--- config.mk ---
export PLATFORM = sky130hd
export DESIGN_NAME = lfsr_rand_arbiter
export DESIGN_NICKNAME = d
export VERILOG_FILES = /design/src/rtl/lfsr_rand_arbiter.sv
export SDC_FILE = /design/constraint.sdc
export NUM_CORES = 1
export LEC_CHECK = 0
export BUFFER_PORTS_ARGS = -buffer_cell sky130_fd_sc_hd__buf_2
export CORE_MARGIN = 5
export CORE_UTILIZATION = 30
export DETAILED_ROUTE_END_ITERATION = 8
export PLACE_DENSITY = 0.6
export SKIP_LAST_GASP = 1
export SYNTH_ARGS = -nofsm -noshare
export SYNTH_HDL_FRONTEND = slang
export SYNTH_SLANG_ARGS = --single-unit
--- constraint.sdc ---
create_clock -name clk -period 1.62 [get_ports clk]
set_clock_uncertainty 0.2 [all_clocks]
set_input_delay 0 -clock clk [delete_from_list [all_inputs] [get_ports clk]]
set_output_delay 0 -clock clk [all_outputs]
set_load 0.02 [all_outputs]
--- src/rtl/lfsr_rand_arbiter.sv ---
// Shared Fibonacci LFSR bit source packed into OUT_BITS-wide words, each granted round-robin.
// Optional LFSR_RESEED_EN adds a reseed/seed_in port pair for runtime reseeding.
module lfsr_rand_arbiter #(
    parameter int unsigned LFSR_W = 5,
    parameter logic [LFSR_W-1:0] TAPS = 5'b10010,
    parameter logic [LFSR_W-1:0] SEED = 5'b00001,
    parameter int unsigned OUT_BITS = 3,
    parameter int unsigned NUM_REQ = 4
) (
    input  logic                clk,
    input  logic                rst,
`ifdef LFSR_RESEED_EN
    input  logic                reseed,
    input  logic [LFSR_W-1:0]   seed_in,
`endif
    input  logic [NUM_REQ-1:0]  req,
    output logic [NUM_REQ-1:0]  gnt,
    output logic [OUT_BITS-1:0] rnd_data,
    output logic                word_ready
);

    localparam int unsigned CNT_W = (OUT_BITS > 1) ? $clog2(OUT_BITS) : 1;
    localparam int unsigned PTR_W = $clog2(NUM_REQ);

    localparam logic [0:0] EMPTY = 1'b0;
    localparam logic [0:0] FULL  = 1'b1;

    logic [LFSR_W-1:0]   sr_q, sr_d;
    logic                out_bit, feedback;
    logic [OUT_BITS-1:0] bit_buf_q, bit_buf_d;
    logic [OUT_BITS:0]   shifted;
    logic [CNT_W-1:0]    cnt_q, cnt_d;
    logic                complete;
    logic [OUT_BITS-1:0] hold_q, hold_d;
    logic [OUT_BITS-1:0] rnd_q, rnd_d;
    logic [0:0]          state_q, state_d;
    logic [PTR_W-1:0]    ptr_q, ptr_d;
    logic [PTR_W-1:0]    win, win_next;
    logic [NUM_REQ-1:0]  gnt_q, gnt_d;
    logic [NUM_REQ-1:0]  active;
    logic                found, grant;
    int unsigned         idx;

    assign out_bit  = sr_q[LFSR_W-1];
    assign feedback = ^(sr_q & TAPS);
    // First collected bit drifts up to the MSB of the completed word.
    assign shifted  = {bit_buf_q, out_bit};
    assign complete = (cnt_q == CNT_W'(OUT_BITS - 1));
    // A requester whose grant is currently high is ignored to avoid double grants.
    assign active   = req & ~gnt_q;

    always_comb begin
        found = 1'b0;
        win   = '0;
        idx   = 0;
        for (int unsigned k = 0; k < NUM_REQ; k++) begin
            idx = (32'(ptr_q) + k) % NUM_REQ;
            if (!found && active[PTR_W'(idx)]) begin
                found = 1'b1;
                win   = PTR_W'(idx);
            end
        end
        win_next = (win == PTR_W'(NUM_REQ - 1)) ? '0 : win + PTR_W'(1);
    end

    assign grant = (state_q == FULL) && found;

    always_comb begin
        sr_d      = {sr_q[LFSR_W-2:0], feedback};
        bit_buf_d = shifted[OUT_BITS-1:0];
        cnt_d     = complete ? '0 : cnt_q + CNT_W'(1);
        hold_d    = hold_q;
        state_d   = state_q;
        gnt_d     = '0;
        rnd_d     = rnd_q;
        ptr_d     = ptr_q;

        if (grant) begin
            gnt_d = NUM_REQ'(1) << win;
            rnd_d = hold_q;
            ptr_d = win_next;
        end

        if (complete) begin
            hold_d = shifted[OUT_BITS-1:0];
        end

        case (state_q)
            EMPTY:   if (complete) state_d = FULL;
            FULL:    if (grant && !complete) state_d = EMPTY;
            default: state_d = EMPTY;
        endcase

`ifdef LFSR_RESEED_EN
        // Reseed wins over grant and completion; any pending word is discarded.
        if (reseed) begin
            sr_d      = (seed_in != '0) ? seed_in : SEED;
            bit_buf_d = '0;
            cnt_d     = '0;
            hold_d    = hold_q;
            state_d   = EMPTY;
            gnt_d     = '0;
            rnd_d     = rnd_q;
            ptr_d     = ptr_q;
        end
`endif
    end

    always_ff @(posedge clk or posedge rst) begin
        if (rst) begin
            sr_q      <= SEED;
            bit_buf_q <= '0;
            cnt_q     <= '0;
            hold_q    <= '0;
            state_q   <= EMPTY;
            ptr_q     <= '0;
            gnt_q     <= '0;
            rnd_q     <= '0;
        end else begin
            sr_q      <= sr_d;
            bit_buf_q <= bit_buf_d;
            cnt_q     <= cnt_d;
            hold_q    <= hold_d;
            state_q   <= state_d;
            ptr_q     <= ptr_d;
            gnt_q     <= gnt_d;
            rnd_q     <= rnd_d;
        end
    end

    assign gnt        = gnt_q;
    assign rnd_data   = rnd_q;
    assign word_ready = (state_q == FULL);

endmodule

==> results of run 1 <==
[per-stage QoR]
| step | hold WS [ps] | utilization (%) | instance area [um^2] | worst slack, ps |
|---|---|---|---|---|
| 3_3_place_gp | -165 | 39.1 | 1100 | -118 |
| 3_5_place_dp | -151 | 39.1 | 1100 | -154 |
| 5_1_grt | 87.4 | 42.0 | 1180 | -261 |
| 4_1_cts | 22.4 | 41.2 | 1150 | -156 |
| 6_report | 20.0 | 42.0 | 1180 | -156 |
| 2_1_floorplan | -212 | - | 910 | -178 |
[cells in the mapped netlist]
| cell | count | area [um^2] |
|---|---|---|
| inv_1 | 5 | 18.8 |
| nand4_2 | 1 | 12.5 |
| o221ai_2 | 2 | 30.0 |
| nor2_1 | 1 | 3.75 |
| ha_1 | 1 | 12.5 |
| o21ai_0 | 2 | 10.0 |
| a22oi_4 | 1 | 21.3 |
| and2b_1 | 1 | 7.51 |
| xor2_1 | 1 | 8.76 |
| nand2b_1 | 3 | 18.8 |
| a22oi_1 | 1 | 7.51 |
| nor3b_1 | 1 | 7.51 |
| mux2_4 | 4 | 60.1 |
| o211ai_1 | 1 | 7.51 |
| and3b_1 | 1 | 8.76 |
| and3_1 | 2 | 12.5 |
| dfrtp_1 | 21 | 526 |
| nand2b_2 | 2 | 17.5 |
| dfstp_2 | 1 | 26.3 |
| nand3_1 | 1 | 5.00 |
| nand2_1 | 10 | 37.5 |
| nand2_4 | 1 | 11.3 |
| nor3_1 | 2 | 10.0 |
| nor2b_1 | 3 | 18.8 |
[sequential cells by signal, indices dropped and copies added (netlist names)]
name        cells
hold_q          3
word_ready      1
cnt_q           2
bit_buf_q       2
gnt             4
rnd_data        3
sr_q            5
ptr_q           2
[cell type report]
class                   count  area (um^2)
clock buffers               4         26.3
multi-input cells          42          365
well taps                  31         38.8
fillers                   284         1630
repair buffers             27          175
inverters                   5         18.8
flip-flops and latches     22          554
[critical path, cell delays in order, from the launching register on]
cell and delay (ps):
dfrtp_2 390, and2b_2 230, o211ai_1 180, nand3_1 130
inv_2 100, ha_4 200, mux2_4 260
[cell families (layout without fill, tap and decap cells)]
kind of cell	count (synthesis)	count (layout)	synth area share, %
xor gates and xnor gates	1	1	0.974
buffers and inverters	5	36	2.09
adders and majority gates	1	1	1.39
DFF	22	22	61.3
AOI/OAI and AO/OA	7	7	8.48
muxes	4	4	6.68
and+or+nand+nor	29	29	19.1
[final timing paths]
check,endpoint,from,slack (ps),cells after the start
max,ptr_q[1]$_DFFE_PP0P_,gnt[1]$_DFF_PP0_,-160,6
min,word_ready$_DFF_PP0_,rst,20,3
max reg2reg,ptr_q[1]$_DFFE_PP0P_,gnt[1]$_DFF_PP0_,-160,6
min reg2reg,sr_q[3]$_DFF_PP0_,sr_q[2]$_DFF_PP0_,170,0
max in group asynchronous,cnt_q[0]$_DFF_PP0_,rst,650,4
min in group clk,word_ready$_DFF_PP0_,req[3],40,5
[what timing repair did]
item,CTS,global route
hold buffers,2,0
buffers inserted,1,0
pin swaps,4,2
endpoints found under the setup margin,4,7
gates cloned,0,0
resized for setup,1,5
hold endpoints to repair,23,0
[routing by layer]
metal / global-route usage [%] / vias up
met5: 0 / -
met4: 3.96 / 0
met3: 3.97 / 4
met2: 15.2 / 13
met1: 11.5 / 275
li1: - / 295
[cell usage in the layout (no fill, tap or decap), types with 2 or more instances in the layout]
| cell | netlist | routed |
|---|---|---|
| nand2b_4 | 0 | 2 |
| buf_4 | 0 | 12 |
| clkbuf_4 | 0 | 3 |
| dfrtp_1 | 21 | 19 |
| mux2_4 | 4 | 4 |
| nor2b_1 | 3 | 3 |
| buf_2 | 0 | 13 |
| nand2b_1 | 3 | 2 |
| nand2_1 | 10 | 10 |
| dlygate4sd3_1 | 0 | 2 |
| inv_1 | 5 | 4 |
| dfrtp_2 | 0 | 2 |
| o21ai_0 | 2 | 2 |
| and3_1 | 2 | 2 |
| nor3_2 | 0 | 2 |
| o221ai_2 | 2 | 2 |
[power breakdown]
group          switching, mW  leakage (nW)  internal, mW
logic                  0.337         0.316         0.367
clock network          0.165        0.0150        0.0962
registers             0.0459         0.287         0.616
total                  0.547         0.619          1.08
==> impl_results.md, run 1 <==
* Final #Nets at 108
* Horiz. Die Dim at 64.8 um
* Fin worst setup slack at -156 ps
* Max-Cap Viols at 0
* Total power at 1.63 mW
* Via density at 4.48
* Synth Register Bits at 22
* Final HPWL DP at 1310 um
* IR drop worst, VDD at 611 uV
* CTS buffer count at 3
* CTS root buf: clkbuf_4
* Worst skew pair latency at 320 ps
* IO Pins at 14
* Core ar. at 2810 um^2
* Final min period at 1780 ps
* Met1 WL at 780 um
* DR vias at 587
* Clock Path Buffers at 2
* Worst-path clk slew at 130 ps
* Pins Over Slew Limit at 0
* Cells after Synth at 69
* Unrepaired setup endpoints after global routing: true
* Yosys warns at 0
* Final Hold Viols at 0
* Die area at 4190 um^2
* PwrDens at 1380 nW/um^2
* DRT Wirelength at 1720 um
* All-Layer GR Usage at 9.60%
* # diodes at 0
* Slew headroom at 67.4%
* Residual DRC at 0
* TNS Setup at -174 ps
* CP max FO at 3
* Initial antenna violation count at 0
* Slew @ Worst Pin at 489 ps
* WS Path Type: reg -> reg
* Fin crit share at 110%
* CP Launch Type: flip-flop
* P&R area growth vs syn at 31.0%
* Final std cells w/o fill at 131
* Initial Utilization at 32.1%
* Vias in the first global route at 616
* Crit end category: flip-flop
* Post-Synthesis Cell Area at 900 um^2
* Synth Net Count at 76
* Pin count of the biggest net entering global routing at 14
* Leakage at 0.619 nW
* Cell count after placement at 124
* Antenna viol nets, final at 0
* Met2 WL at 769 um
* DR WL met3 at 138 um
* Count of cell types in the netlist at 24
* 1st-iter DRT viols at 16
* Post-DR wirelength/cell at 13.1 um
* FP Rows at 19
* CP required at 1640 ps
* Final setup fails at 4
* Worst path arrival time at 1800 ps
* CTS Sinks at 22
* Syn Area/Cell at 13.0 um^2
* PortBufs at 13
* Status: complete, but fails checks
* Chip height at 64.8 um
* Worst hold path type: in -> async
* CTS H-Tree Depth at 1
* Seq/Total Area, Yosys at 61.3%
* FMAX at 563 MHz
* Highest metal used: met4
* Congestion Overflow GR at 0
* Gpl congestion at 0.841
* Failing checks: setup timing
* Share of cells above drive strength 1 at 48.0%
* First-pass GRT wire length at 3040 um
* Pre-Repair DR Iteration Count at 4
* CTS tree: built
No activity file was read; power rests on OpenSTA's default activity.
==> run 2, diff against run 1 <==
--- a/config.mk
+++ b/config.mk
@@ -5,7 +5,7 @@
 export SDC_FILE = /design/constraint.sdc
 export NUM_CORES = 1
 export LEC_CHECK = 0
-export BUFFER_PORTS_ARGS = -buffer_cell sky130_fd_sc_hd__buf_2
+export BUFFER_PORTS_ARGS = -buffer_cell sky130_fd_sc_hd__buf_4
 export CORE_MARGIN = 5
 export CORE_UTILIZATION = 30
 export DETAILED_ROUTE_END_ITERATION = 8
==> impl_results.md, run 2 (same netlist as run 1, synthesis figures left out) <==
* CP Launch Type: flip-flop (unchanged)
* RR Startpoint: gnt[1]$_DFF_PP0_ (unchanged)
* Multi-input gate area at 377 um^2 (was 365 um^2)
* WS Path Type: reg -> reg (unchanged)
* Status: complete, but fails checks (unchanged)
* Commonest non-fill, non-tap cell in the layout: buf_4 (was dfrtp_1)
* Worst skew pair latency at 300 ps (was 320 ps)
* Pin count of the biggest net entering global routing at 23 (was 14)
* Pins Over Slew Limit at 0 (unchanged)
* CP max FO at 3 (unchanged)
* Max stage delay on crit path at 380 ps (was 390 ps)
* Pre-Repair DR Iteration Count at 4 (unchanged)
* Most frequent cells in the layout: buf_4 (24), dfrtp_1 (19), nand2_1 (10) (was dfrtp_1 (19), buf_2 (13), buf_4 (12))
* Fin crit share at 110% (about the same)
* DRT Wirelength at 1590 um (was 1720 um)
* Final core utilization at 44.2% (was 42.0%)
* Top reg by flops: sr_q (unchanged)
* Flop2flop setup slack at -160 ps (about the same)
* Slew headroom at 82.3% (was 67.4%)
* Horiz. Die Dim at 64.8 um (unchanged)
* Max-Cap Viols at 0 (unchanged)
* Die area at 4190 um^2 (unchanged)
* PwrDens at 1450 nW/um^2 (was 1380 nW/um^2)
* Failing checks: setup timing (unchanged)
* Critical path endpoint: ptr_q[1]$_DFFE_PP0P_ (unchanged)
* Largest register FFs at 5 (unchanged)
* IO Pins at 14 (unchanged)
* Gpl congestion at 0.831 (was 0.841)
* Fill cells at 262 (was 284)
* Residual DRC at 0 (unchanged)
* Leakage at 0.635 nW (was 0.619 nW)
* P&R area growth vs syn at 38.0% (was 31.0%)
* Initial Utilization at 32.1% (unchanged)
* WP buf/inv at 1 (unchanged)
* All-Layer GR Usage at 8.51% (was 9.60%)
* FP Rows at 19 (unchanged)
* Initial antenna violation count at 0 (unchanged)
* Unrepaired setup endpoints after global routing: true (unchanged)
* CTS root buf: clkbuf_4 (unchanged)
* Worst-path clk slew at 120 ps (was 130 ps)
* DR vias at 600 (was 587)
* Largest delay contributor family on the critical path: flip-flops (unchanged)
* IR drop worst, VDD at 546 uV (was 611 uV)
* CTS Sinks at 22 (unchanged)
* CP required at 1620 ps (was 1640 ps)
* Worst reg2reg path endpoint: ptr_q[1]$_DFFE_PP0P_ (unchanged)
* Vias in the first global route at 654 (was 616)
* 1st-iter DRT viols at 18 (was 16)
* First-pass GRT wire length at 2860 um (was 3040 um)
* Post-DR wirelength/cell at 12.2 um (was 13.1 um)
* # diodes at 0 (unchanged)
* Via density at 4.62 (was 4.48)
* Final min period at 1780 ps (about the same)
* Crit end category: flip-flop (unchanged)
* Final HPWL DP at 1150 um (was 1310 um)
* Final Hold Viols at 0 (unchanged)
* Share of cells above drive strength 1 at 47.5% (was 48.0%)
* Worst path arrival time at 1780 ps (was 1800 ps)
* Sequential Area at 554 um^2 (unchanged)
* Fin worst setup slack at -160 ps (was -156 ps)
* Slew @ Worst Pin at 265 ps (was 489 ps)
* Clock Path Buffers at 2 (unchanged)
* CTS buffer count at 3 (unchanged)
* Congestion Overflow GR at 0 (unchanged)
* Worst path slowest cell: dfrtp_2 (unchanged)
* Critical path depth at 6 (unchanged)
* Chip height at 64.8 um (unchanged)
* Setup crit start: gnt[1]$_DFF_PP0_ (unchanged)
* CTS tree: built (unchanged)
* Antenna viol nets, final at 0 (unchanged)
* CTS H-Tree Depth at 1 (unchanged)
* Final setup fails at 1 (was 4)
* PortBufs at 13 (unchanged)
* Worst R2R Path Depth at 6 (unchanged)
* Worst path cell trace: and2b_2 -> o211ai_1 -> nand3_1 -> inv_2 -> ha_4 -> mux2_4 (unchanged)
* FMAX at 562 MHz (was 563 MHz)
* Core ar. at 2810 um^2 (unchanged)
* TNS Setup at -160 ps (was -174 ps)
* Final #Nets at 107 (was 108)
* Worst hold path type: in -> reg (was in -> async)
## run 2: worst min path at each step
stage | from | slack [ps] | to | cells past startpoint
after global routing | req[3] | 20 | word_ready$_DFF_PP0_ | 5
after detailed placement | rst | -140 | sr_q[3]$_DFF_PP0_ | 3
after CTS | req[3] | 8 | word_ready$_DFF_PP0_ | 5
after global placement | rst | -150 | sr_q[1]$_DFF_PP0_ | 3
after floorplan | rst | -210 | bit_buf_q[0]$_DFF_PP0_ | 1
final | req[3] | 10 | word_ready$_DFF_PP0_ | 5
## run 2: where the power goes
group	switching (mW)	leakage (nW)	total, mW	internal [mW]
Sequential	0.0555	0.287	0.671	0.616
Clock	0.163	0.0279	0.413	0.250
Combinational	0.335	0.319	0.718	0.383
## run 2: stage by stage
| stage | hold slack [ps] | setup slack (ps) | cells | cell area (um^2) | total power [mW] |
|---|---|---|---|---|---|
| floorplan | -212 | -178 | 69 | 910 | 1.01 |
| global placement | -149 | -113 | 123 | 1120 | 1.29 |
| detailed placement | -142 | -167 | 123 | 1120 | 1.30 |
| CTS | 8.37 | -169 | 132 | 1240 | 1.82 |
| global route | 17.7 | -223 | 130 | 1240 | 1.92 |
| finish | 14.6 | -160 | 130 | 1240 | 1.80 |
## run 2: routing by layer
layer  up-vias  global-route usage, %  part of all wire [%]
met5         -                      0                     0
met4         0                   2.11                     0
met3         0                   3.28                   5.9
met2        10                   14.2                    49
met1       295                   10.4                    46
li1        295                      -                     -
## run 2: cell type report
cell class / instances / area share (%)
clock inverters: 1 / 2.42
well taps: 31 / 3.13
clock buffers: 3 / 1.81
multi-input cells: 42 / 30.3
repair buffers: 26 / 16.1
inverters: 5 / 1.51
flip-flops and latches: 22 / 44.7
## run 2: worst register-to-register path: cells and delay by family (launching register included)
family                   cells  cell delay (ps)
adder cells (fa/ha/maj)      1              190
AND/OR/NAND/NOR              2              380
multiplexers                 1              260
buffers and inverters        1              100
AO/OA/AOI/OAI                1              170
flip-flops                   1              380
## run 2: repair_timing
action	CTS	global route
hold buffers	2	0
setup endpoints to repair	4	7
endpoints found under the hold margin	23	0
buffers inserted	3	0
resized for setup	4	3
pin swaps	5	2
==> run 3, diff against run 2 <==
--- a/config.mk
+++ b/config.mk
@@ -5,11 +5,13 @@
 export SDC_FILE = /design/constraint.sdc
 export NUM_CORES = 1
 export LEC_CHECK = 0
+export ABC_AREA = 1
 export BUFFER_PORTS_ARGS = -buffer_cell sky130_fd_sc_hd__buf_4
+export CAP_MARGIN = 20
 export CORE_MARGIN = 5
-export CORE_UTILIZATION = 30
+export CORE_UTILIZATION = 50
 export DETAILED_ROUTE_END_ITERATION = 8
-export PLACE_DENSITY = 0.6
+export PLACE_DENSITY = 0.84
 export SKIP_LAST_GASP = 1
 export SYNTH_ARGS = -nofsm -noshare
 export SYNTH_HDL_FRONTEND = slang
==> impl_results.md, run 3 <==
* WS Path Type: reg -> reg (unchanged)
* DR vias at 876 (was 600)
* PwrDens at 2060 nW/um^2 (was 1450 nW/um^2)
* Initial antenna violation count at 0 (unchanged)
* IR drop worst, VDD at 1160 uV (was 546 uV)
* Top_reg_cell synth: dfrtp_1 (unchanged)
* Slew headroom at 71.8% (was 82.3%)
* Share of the synthesized area in the top cell type at 48.5% (was 58.4%)
* Fill cells at 111 (was 262)
* Final #Nets at 155 (was 107)
* P&R area growth vs syn at 47.1% (was 38.0%)
* Fin worst setup slack at -337 ps (was -160 ps)
* Final HPWL DP at 1660 um (was 1150 um)
* Final setup fails at 10 (was 1)
* Core ar. at 2020 um^2 (was 2810 um^2)
* FP Rows at 16 (was 19)
* Commonest non-fill, non-tap cell in the layout: buf_4 (unchanged)
* Worst path arrival time at 1950 ps (was 1780 ps)
* CTS Sinks at 22 (unchanged)
* Syn Area/Cell at 9.42 um^2 (was 13.0 um^2)
* Largest register FFs at 5 (unchanged)
* DRT Wirelength at 2560 um (was 1590 um)
* Design area at 1590 um^2 (was 1240 um^2)
* Pin count of the biggest net entering global routing at 13 (was 23)
* Post-synth top cells: nand2_1 (31), dfrtp_1 (21), inv_1 (11) (was dfrtp_1 (21), nand2_1 (10), inv_1 (5))
* Met1 Use GR at 17.5% (was 10.4%)
* Worst hold path type: in -> async (was in -> reg)
* Congestion Overflow GR at 0 (unchanged)
* Final core utilization at 78.8% (was 44.2%)
* Count of cell types in the netlist at 23 (was 24)
* Final min period at 1960 ps (was 1780 ps)
* Status: complete, but fails checks (unchanged)
* Vias in the first global route at 856 (was 654)
* CP required at 1610 ps (was 1620 ps)
* All-Layer GR Usage at 15.5% (was 8.51%)
* Pre-Repair DR Iteration Count at 4 (unchanged)
* Final Hold Viols at 0 (unchanged)
* GRT busiest layer: met2 (unchanged)
* PortBufs at 13 (unchanged)
* Max-Cap Viols at 0 (unchanged)
* CTS buffer count at 3 (unchanged)
* Chip height at 56.6 um (was 64.8 um)
* Residual DRC at 0 (unchanged)
* Worst-path clk slew at 130 ps (was 120 ps)
* Most common cell in the netlist: nand2_1 (was dfrtp_1)
* CTS root buf: clkbuf_4 (unchanged)
* Antenna viol nets, final at 0 (unchanged)
* Sequential Area at 557 um^2 (was 554 um^2)
* Post-DR wirelength/cell at 14.7 um (was 12.2 um)
* Synth Net Count at 122 (was 76)
* Share of cells above drive strength 1 at 60.5% (was 47.5%)
* Most frequent cells in the layout: buf_4 (26), nand2_1 (21), dfrtp_1 (17) (was buf_4 (24), dfrtp_1 (19), nand2_1 (10))
* Synth Register Bits at 22 (unchanged)
* CP max FO at 8 (was 3)
* CTS H-Tree Depth at 1 (unchanged)
* Clock Path Buffers at 2 (unchanged)
* 1st-iter DRT viols at 25 (was 18)
* Horiz. Die Dim at 56.6 um (was 64.8 um)
* Initial Utilization at 53.6% (was 32.1%)
* Pins Over Slew Limit at 0 (unchanged)
* Slew @ Worst Pin at 422 ps (was 265 ps)
* IO Pins at 14 (unchanged)
* Worst path cell trace: buf_12 -> clkinv_8 -> nand2_2 -> nand2_4 -> nand3_4 -> nand2_4 -> nand4_1 -> nand2_1 -> nand2_2 -> inv_2 -> ha_4 -> nand2_1 -> o21ai_1 (was and2b_2 -> o211ai_1 -> nand3_1 -> inv_2 -> ha_4 -> mux2_4)
* Largest delay contributor family on the critical path: simple AND/OR/NAND/NOR gates (was flip-flops)
* Gpl congestion at 0.830 (was 0.831)
* Post-Synthesis Cell Area at 1080 um^2 (was 900 um^2)
* Top post-synthesis cells by area: dfrtp_1 (48%), nand2_1 (11%), nand3_2 (6.5%) (was dfrtp_1 (58%), mux2_4 (6.7%), nand2_1 (4.2%))
* Worst skew pair latency at 310 ps (was 300 ps)
* Worst path slowest cell: dfrtp_1 (was dfrtp_2)
* FMAX at 511 MHz (was 562 MHz)
* Cells after Synth at 115 (was 69)
* First-pass GRT wire length at 3860 um (was 2860 um)
* Max stage delay on crit path at 440 ps (was 380 ps)
* Grt met3 use at 4.13% (was 3.28%)
* Ys async rst share at 100% (unchanged)
* Placed instance area at 1350 um^2 (was 1120 um^2)
* Die area at 3200 um^2 (was 4190 um^2)
* Unrepaired setup endpoints after global routing: true (unchanged)
* Pre-CTS setup slack at -338 ps (was -167 ps)
* CTS tree: built (unchanged)
* WP buf/inv at 3 (was 1)
* Area leader, netlist: dfrtp_1 (unchanged)
* Crit end category: flip-flop (unchanged)
* Failing checks: setup timing (unchanged)
* # diodes at 0 (unchanged)
* Total power at 3.28 mW (was 1.80 mW)
* Post-synth EDFFs at 0 (unchanged)
* Yosys warns at 0 (unchanged)
* Via density at 5.03 (was 4.62)
* Met2 Use GR at 29.2% (was 14.2%)
* Fin crit share at 121% (was 110%)
* Seq/Total Area, Yosys at 50.9% (was 61.3%)
* Multi-input gate area at 663 um^2 (was 377 um^2)
* Leakage at 0.779 nW (was 0.635 nW)
* Top reg by flops: sr_q (unchanged)
* CP Launch Type: flip-flop (unchanged)
-- run 3: cell types whose count changed after synthesis, moves of 4 or more --
cell | previous run | this run
inv_1 | 5 | 11
mux2_4 | 4 | 0
nand2_1 | 10 | 31
nand2_2 | 0 | 6
nand3_1 | 1 | 10
nand3_2 | 0 | 7
nor2_1 | 1 | 7
-- run 3: final timing paths --
check,slack (ps),to,startpoint,cells past startpoint
min in group clk,160,sr_q[4]$_DFF_PP0_,sr_q[3]$_DFF_PP0_,0
worst min-delay path,10,rnd_data[2]$_DFFE_PP0P_,rst,3
max in group asynchronous,600,sr_q[0]$_DFF_PP1_,rst,4
worst min register to register,160,sr_q[4]$_DFF_PP0_,sr_q[3]$_DFF_PP0_,0
worst max-delay path,-340,ptr_q[1]$_DFFE_PP0P_,ptr_q[0]$_DFFE_PP0P_,13
worst max register to register,-340,ptr_q[1]$_DFFE_PP0P_,ptr_q[0]$_DFFE_PP0P_,13
-- run 3: through the flow --
step                TNS (ps)  instances  hold slack (ps)
floorplan               -213        115             -212
global placement       -1830        162             -189
detailed placement     -2160        162             -184
CTS                    -2780        171             33.4
global route           -3550        174             48.1
finish                 -2630        174             14.5
-- run 3: report_power, final --
part,internal [mW],switching [mW]
Sequential,0.627,0.0601
Combinational,0.965,1.33
Clock,0.137,0.161
-- run 3: area by class of cell --
type / count / area share, %
Clock buffer: 4 / 2.28
Sequential cell: 22 / 34.9
Tap cell: 27 / 2.12
Timing Repair Buffer: 29 / 14.8
Multi-Input combinational cell: 78 / 41.6
Inverter: 14 / 4.24
-- run 3: kinds of logic (layout without fill, tap and decap cells) --
kind of cell,after synthesis,count (layout),synth area share [%]
multiplexers,3,3,3.12
AND/OR/NAND/NOR,66,67,33.4
buffers and inverters,16,47,7.62
AO/OA/AOI/OAI,6,6,3.00
XOR/XNOR,1,1,0.808
adder cells (fa/ha/maj),1,1,1.15
flip-flops,22,22,50.9
-- run 3: worst register-to-register path: cells and delay by family (launching register included) --
family | cells | cell delay (ps)
and+or+nand+nor | 8 | 640
adders and majority gates | 1 | 190
DFF | 1 | 440
AOI/OAI and AO/OA | 1 | 60
buffers and inverters | 3 | 310
-- run 3: timing repair --
action                                  in CTS  in global routing
endpoints found under the setup margin      10                 10
hold endpoints to repair                    21                  0
pin swaps                                   12                 14
gates resized for setup                     10                 20
cloned                                       1                  0
hold buffers                                 1                  0
buffers inserted                             4                  4
-- run 3: routing by layer --
layer  routed length, um  part of all wire, %  vias up
met4                  54                  2.1        0
met3                  80                  3.1        6
met1                1040                   41      418
met5                   0                    0        -
met2                1390                   54       18
li1                    -                    -      434
